$ cat src/rtl/bridge_txn_fifo.sv
// ============================================================================
// Module   : bridge_txn_fifo
// Brief    : Single-clock transaction FIFO (data + address sideband) with
//            occupancy count, threshold flags, sticky errors and sync flush.
// Revision : 1.0
// ============================================================================
`default_nettype none

module bridge_txn_fifo #(
  parameter int DSIZE    = 32,
  parameter int ASIZE    = 4,
  parameter int AWIDTH   = 32,
  parameter int AF_LEVEL = 14,
  parameter int AE_LEVEL = 2
) (
  input  logic              clk,
  input  logic              rst,
  input  logic              clear,
  input  logic              wr_en,
  input  logic [DSIZE-1:0]  wr_data,
  input  logic [AWIDTH-1:0] wr_addr,
  input  logic              rd_en,
  output logic [DSIZE-1:0]  rd_data,
  output logic [AWIDTH-1:0] rd_addr,
  output logic              rd_valid,
  output logic              full,
  output logic              empty,
  output logic              almost_full,
  output logic              almost_empty,
  output logic [ASIZE:0]    count,
  output logic              overflow,
  output logic              underflow
);

  localparam int             c_depth    = 1 << ASIZE;
  localparam logic [ASIZE:0] c_full_cnt = (ASIZE+1)'(c_depth);
  localparam logic [ASIZE:0] c_af_cnt   = (ASIZE+1)'(AF_LEVEL);
  localparam logic [ASIZE:0] c_ae_cnt   = (ASIZE+1)'(AE_LEVEL);

  logic [DSIZE+AWIDTH-1:0] r_mem [c_depth];
  logic [ASIZE-1:0]        r_wptr;
  logic [ASIZE-1:0]        r_rptr;
  logic [ASIZE:0]          r_count;
  logic [DSIZE-1:0]        r_rd_data;
  logic [AWIDTH-1:0]       r_rd_addr;
  logic                    r_rd_valid;
  logic                    r_overflow;
  logic                    r_underflow;

  logic w_full;
  logic w_empty;
  logic w_push;
  logic w_pop;

  // Acceptance uses pre-edge flags, so a full FIFO rejects a simultaneous push.
  assign w_full  = (r_count == c_full_cnt);
  assign w_empty = (r_count == '0);
  assign w_push  = wr_en && !w_full && !clear;
  assign w_pop   = rd_en && !w_empty && !clear;

  always_ff @(posedge clk) begin
    if (w_push) begin
      r_mem[r_wptr] <= {wr_data, wr_addr};
    end
  end

  always_ff @(posedge clk or posedge rst) begin
    if (rst) begin
      r_wptr      <= '0;
      r_rptr      <= '0;
      r_count     <= '0;
      r_rd_data   <= '0;
      r_rd_addr   <= '0;
      r_rd_valid  <= 1'b0;
      r_overflow  <= 1'b0;
      r_underflow <= 1'b0;
    end else if (clear) begin
      r_wptr      <= '0;
      r_rptr      <= '0;
      r_count     <= '0;
      r_rd_data   <= '0;
      r_rd_addr   <= '0;
      r_rd_valid  <= 1'b0;
      r_overflow  <= 1'b0;
      r_underflow <= 1'b0;
    end else begin
      r_rd_valid <= w_pop;
      if (w_push) begin
        r_wptr <= r_wptr + ASIZE'(1);
      end
      if (w_pop) begin
        {r_rd_data, r_rd_addr} <= r_mem[r_rptr];
        r_rptr                 <= r_rptr + ASIZE'(1);
      end
      case ({w_push, w_pop})
        2'b10:   r_count <= r_count + (ASIZE+1)'(1);
        2'b01:   r_count <= r_count - (ASIZE+1)'(1);
        default: r_count <= r_count;
      endcase
      if (wr_en && w_full) begin
        r_overflow <= 1'b1;
      end
      if (rd_en && w_empty) begin
        r_underflow <= 1'b1;
      end
    end
  end

  assign rd_data      = r_rd_data;
  assign rd_addr      = r_rd_addr;
  assign rd_valid     = r_rd_valid;
  assign count        = r_count;
  assign overflow     = r_overflow;
  assign underflow    = r_underflow;
  assign full         = w_full;
  assign empty        = w_empty;
  assign almost_full  = (r_count >= c_af_cnt);
  assign almost_empty = (r_count <= c_ae_cnt);

endmodule

`default_nettype wire

$ cat config.mk
export PLATFORM = sky130hd
export DESIGN_NAME = bridge_txn_fifo
export DESIGN_NICKNAME = d
export VERILOG_FILES = /design/src/rtl/bridge_txn_fifo.sv
export SDC_FILE = /design/constraint.sdc
export NUM_CORES = 1
export LEC_CHECK = 0
export BUFFER_PORTS_ARGS = -buffer_cell sky130_fd_sc_hd__buf_2
export CORE_ASPECT_RATIO = 0.75
export CORE_MARGIN = 5
export CORE_UTILIZATION = 60
export CTS_CLUSTER_DIAMETER = 100
export DETAILED_ROUTE_END_ITERATION = 7
export PLACE_DENSITY = 0.82
export SYNTH_ARGS = -nofsm -noshare
export SYNTH_HDL_FRONTEND = slang
export SYNTH_SLANG_ARGS = --single-unit
$ cat constraint.sdc
create_clock -name clk -period 6.05 [get_ports clk]
set_input_delay 0.9075 -clock clk [delete_from_list [all_inputs] [get_ports clk]]
set_output_delay 0.9075 -clock clk [all_outputs]
set_load 0.02 [all_outputs]
==> flow_summary_export.csv <==
group,metric,value,unit
outcome,status,"complete, no violations",
pwr,peakVddDrop,263.9,µV
pwr,p_clk_share,35.1,%
synthesis,synth.net_count,1903,
drt,routed_wl,93.87,mm
synthesis,synthFlopType,"edfxtp_1",
setup_path,required,6.34,ns
final_layout,drive_gt1_share,29.58,%
cts,cts.clk_slew.worst_paths,0.07,ns
pwr,swShare,24.99,%
drt,wl_met1,34.45,mm
cts,cts_num_sinks,1104,
cts,clockBufferDepth,3,
drt,drc,0,
die,die-width,314.3,µm
drt,routed-wl-met2,47.73,mm
setup_path,r2r-end,"r_mem[11][24]",
cts,htree_num_levels,3,
sta,drv_slew,0,
pwr,comb_power_share,16.3,%
cts,numCtsBuffers,99,
synthesis,seq_area_frac_synth,78.58,%
final_layout,instances_no_fill,3022,
sta,hold_viol_final,0,
drt,top_layer,"met5",
synthesis,synth_edf_count,1024,
final_layout,nets,2081,
sta,slew_headroom,16.37,%
drt,ant_nets,0,
synthesis,syn_inst,1827,
synthesis,ys_ff_latch,1104,
grt,grt_max_degree,86,
die,start_util,60.71,%
grt,grt_pass1_vias,21070,
grt,grt_pass1_wl,139.9,mm
setup_path,crit_fanout,31,
synthesis,synthTopCellsByCount,"edfxtp_1 (1,024), mux4_2 (256), dfrtp_1 (80), mux2i_1 (66)",
job,maxCapViolCount,0,
final_layout,areaGrowthSynthToFinish,12.51,%
setup_path,r2r_setup_slack,2.68,ns
setup_path,critPathCapture,"r_mem[11][24]",
drt,via_per_inst,6.729,
cts,ctsHoldBuffers,0,
pwr,seq_power_share,48.6,%
synthesis,syn_avg_cell_area,22.81,µm²
synthesis,synthTopCellsByArea,"edfxtp_1 (74%), mux4_2 (14%), dfrtp_1 (4.8%)",
die,fp.dieH,238.2,µm
drt,first_pass_iters,7,
synthesis,yosysWarnings,0,
die,coreArea,68640,µm²
placed_design,dp_cells,2839,
drt,drtIter0Drc,2686,
setup_path,crit_type,"flop to flop",
setup_path,startpoint_type,"flop",
placed_design,hpwl,46.92,mm
drt,wl_met3,9.466,mm
die,ios,145,
synthesis,synth_top_cell_by_area,"edfxtp_1",
pwr,p_sw,4544,µW
synthesis,synth_cell_types,45,
sta,rsz0062_at_grt,"false",
sta,report.final.setup_viol,0,
synthesis,synth.most_common_cell,"edfxtp_1",
setup_path,cp-startpoint,"count[1]",
final_layout,final_util,68.31,%
cts,cts_tree,"yes",
sta,fmax,296.9,MHz
sta,worst_pin_slew,1.251,ns
setup_path,r2r.worst_path.cells,6,
die,dieArea,74890,µm²
grt,antenna_found_initial,4,
pwr,power.internal,13640,µW
sta,finalSetupTns,0,ns
sta,fin_skew,0.02204,ns
synthesis,async_reset_ff_share,7.246,%
grt,overflow,0,
pwr,p_leak,0.01488,µW
placed_design,portBuffers,144,
setup_path,critPathCaptureType,"flop",
cts,post_cts_buffers,0,
sta,period_needed,3.368,ns
cts,clk_latency,0.67,ns
cts,clock-root-buffer,"clkbuf_16",
worst_hold_path,hold_path_class,"primary input to asynchronous set/reset pin",
die,rows,83,
synthesis,yosys.area.top_type_share,73.78,%
grt,grt_util_all_layers,25.29,%
setup_path,arrival,3.66,ns
cts,ctsResizeCount,0,
pwr,p_per_area,387.8,nW/µm²
setup_path,r2r-start,"count[1]",
synthesis,synth.cell_area,41680,µm²
drt,vias,20340,
sta,finalCritPeriodShare,55.67,%
drt,wl_per_cell,31.06,µm
placed_design,globalplace.congestion,0.7716,
cell usage in the layout (no fill, tap or decap), drive strengths merged, types with 3 or more instances in the layout:
| cell | n |
|---|---|
| nand3b | 3 |
| mux4 | 256 |
| clkinv | 28 |
| inv | 8 |
| o21ai | 65 |
| bufinv | 11 |
| nand2 | 10 |
| clkbuf | 135 |
| a22o | 64 |
| clkinvlp | 3 |
| edfxtp | 1024 |
| nor2 | 31 |
| xor2 | 7 |
| dfrtp | 80 |
| and3 | 4 |
| mux2i | 66 |
| nand3 | 3 |
| buf | 182 |
| ha | 7 |
| a21oi | 7 |
| a22oi | 64 |
metrics by stage:
| step | hold slack (ns) | instance area, µm² | setup slack, ns | total power [µW] |
|---|---|---|---|---|
| 2_1_floorplan | 0.5581 | 41680 | 1.214 | 11120 |
| 3_3_place_gp | 0.4834 | 43590 | 2.380 | 11880 |
| 3_5_place_dp | 0.4803 | 43590 | 2.368 | 11950 |
| 4_1_cts | 0.3136 | 46890 | 2.739 | 18310 |
| 5_1_grt | 0.3324 | 46890 | 2.588 | 18850 |
| 6_report | 0.3109 | 46890 | 2.682 | 18190 |
state kept, by name, indices dropped and copies added (netlist names):
name / flops
r_mem: 1024
rd_addr: 32
rd_data: 32
count: 5
r_rptr: 4
r_wptr: 4
overflow: 1
rd_valid: 1
underflow: 1
worst max-delay path: stages, from the launching register on:
cell and delay (ns):
dfrtp_1 0.58, nor4_4 0.11, a21boi_1 0.18, buf_4 0.23
nand2_1 0.24, nor2_4 1.02, buf_4 0.59
cell type report:
cell class                 count  area, µm²
inverter                       3      13.76
fill                        3943      21750
timing repair buffer         182       1069
sequential                  1104      32760
multi-input combinational    615       8571
tap                          935       1170
antenna                        1      2.502
clock inverter                47      545.5
clock buffer                 135       2755
how the worst min path moves through the flow:
| stage | to | slack [ns] | depth (start not counted) | startpoint |
|---|---|---|---|---|
| after global routing | rd_addr[11] | 0.33 | 2 | rst |
| after floorplan | r_wptr[3] | 0.56 | 2 | r_wptr[3] |
| after global placement | underflow | 0.48 | 2 | underflow |
| after detailed placement | rd_addr[0] | 0.48 | 1 | rd_addr[0] |
| after CTS | rd_addr[11] | 0.31 | 2 | rst |
| final | rd_addr[11] | 0.31 | 2 | rst |
routing by layer:
layer | vias to the layer above | global-route usage (%)
met4 | 4 | 6.305
li1 | 8113 | -
met2 | 1333 | 41.91
met1 | 10710 | 35.56
met5 | - | 0
met3 | 173 | 5.331
power groups by stage:
stage	registers [µW]	logic (µW)	clock network, µW
floorplan	9020	2100	0
global placement	8970	2910	0
detailed placement	8980	2960	0
CTS	8830	3020	6460
global route	8860	3180	6810
finish	8830	2970	6390
kinds of logic after synthesis:
kind of cell,share of synthesized area [%]
muxes,15.45
xor gates and xnor gates,0.1891
buffers and inverters,1.159
DFF,78.58
adders and majority gates,0.2101
and+or+nand+nor,0.8316
AOI/OAI and AO/OA,3.573
(Power assumes the default switching activity.)
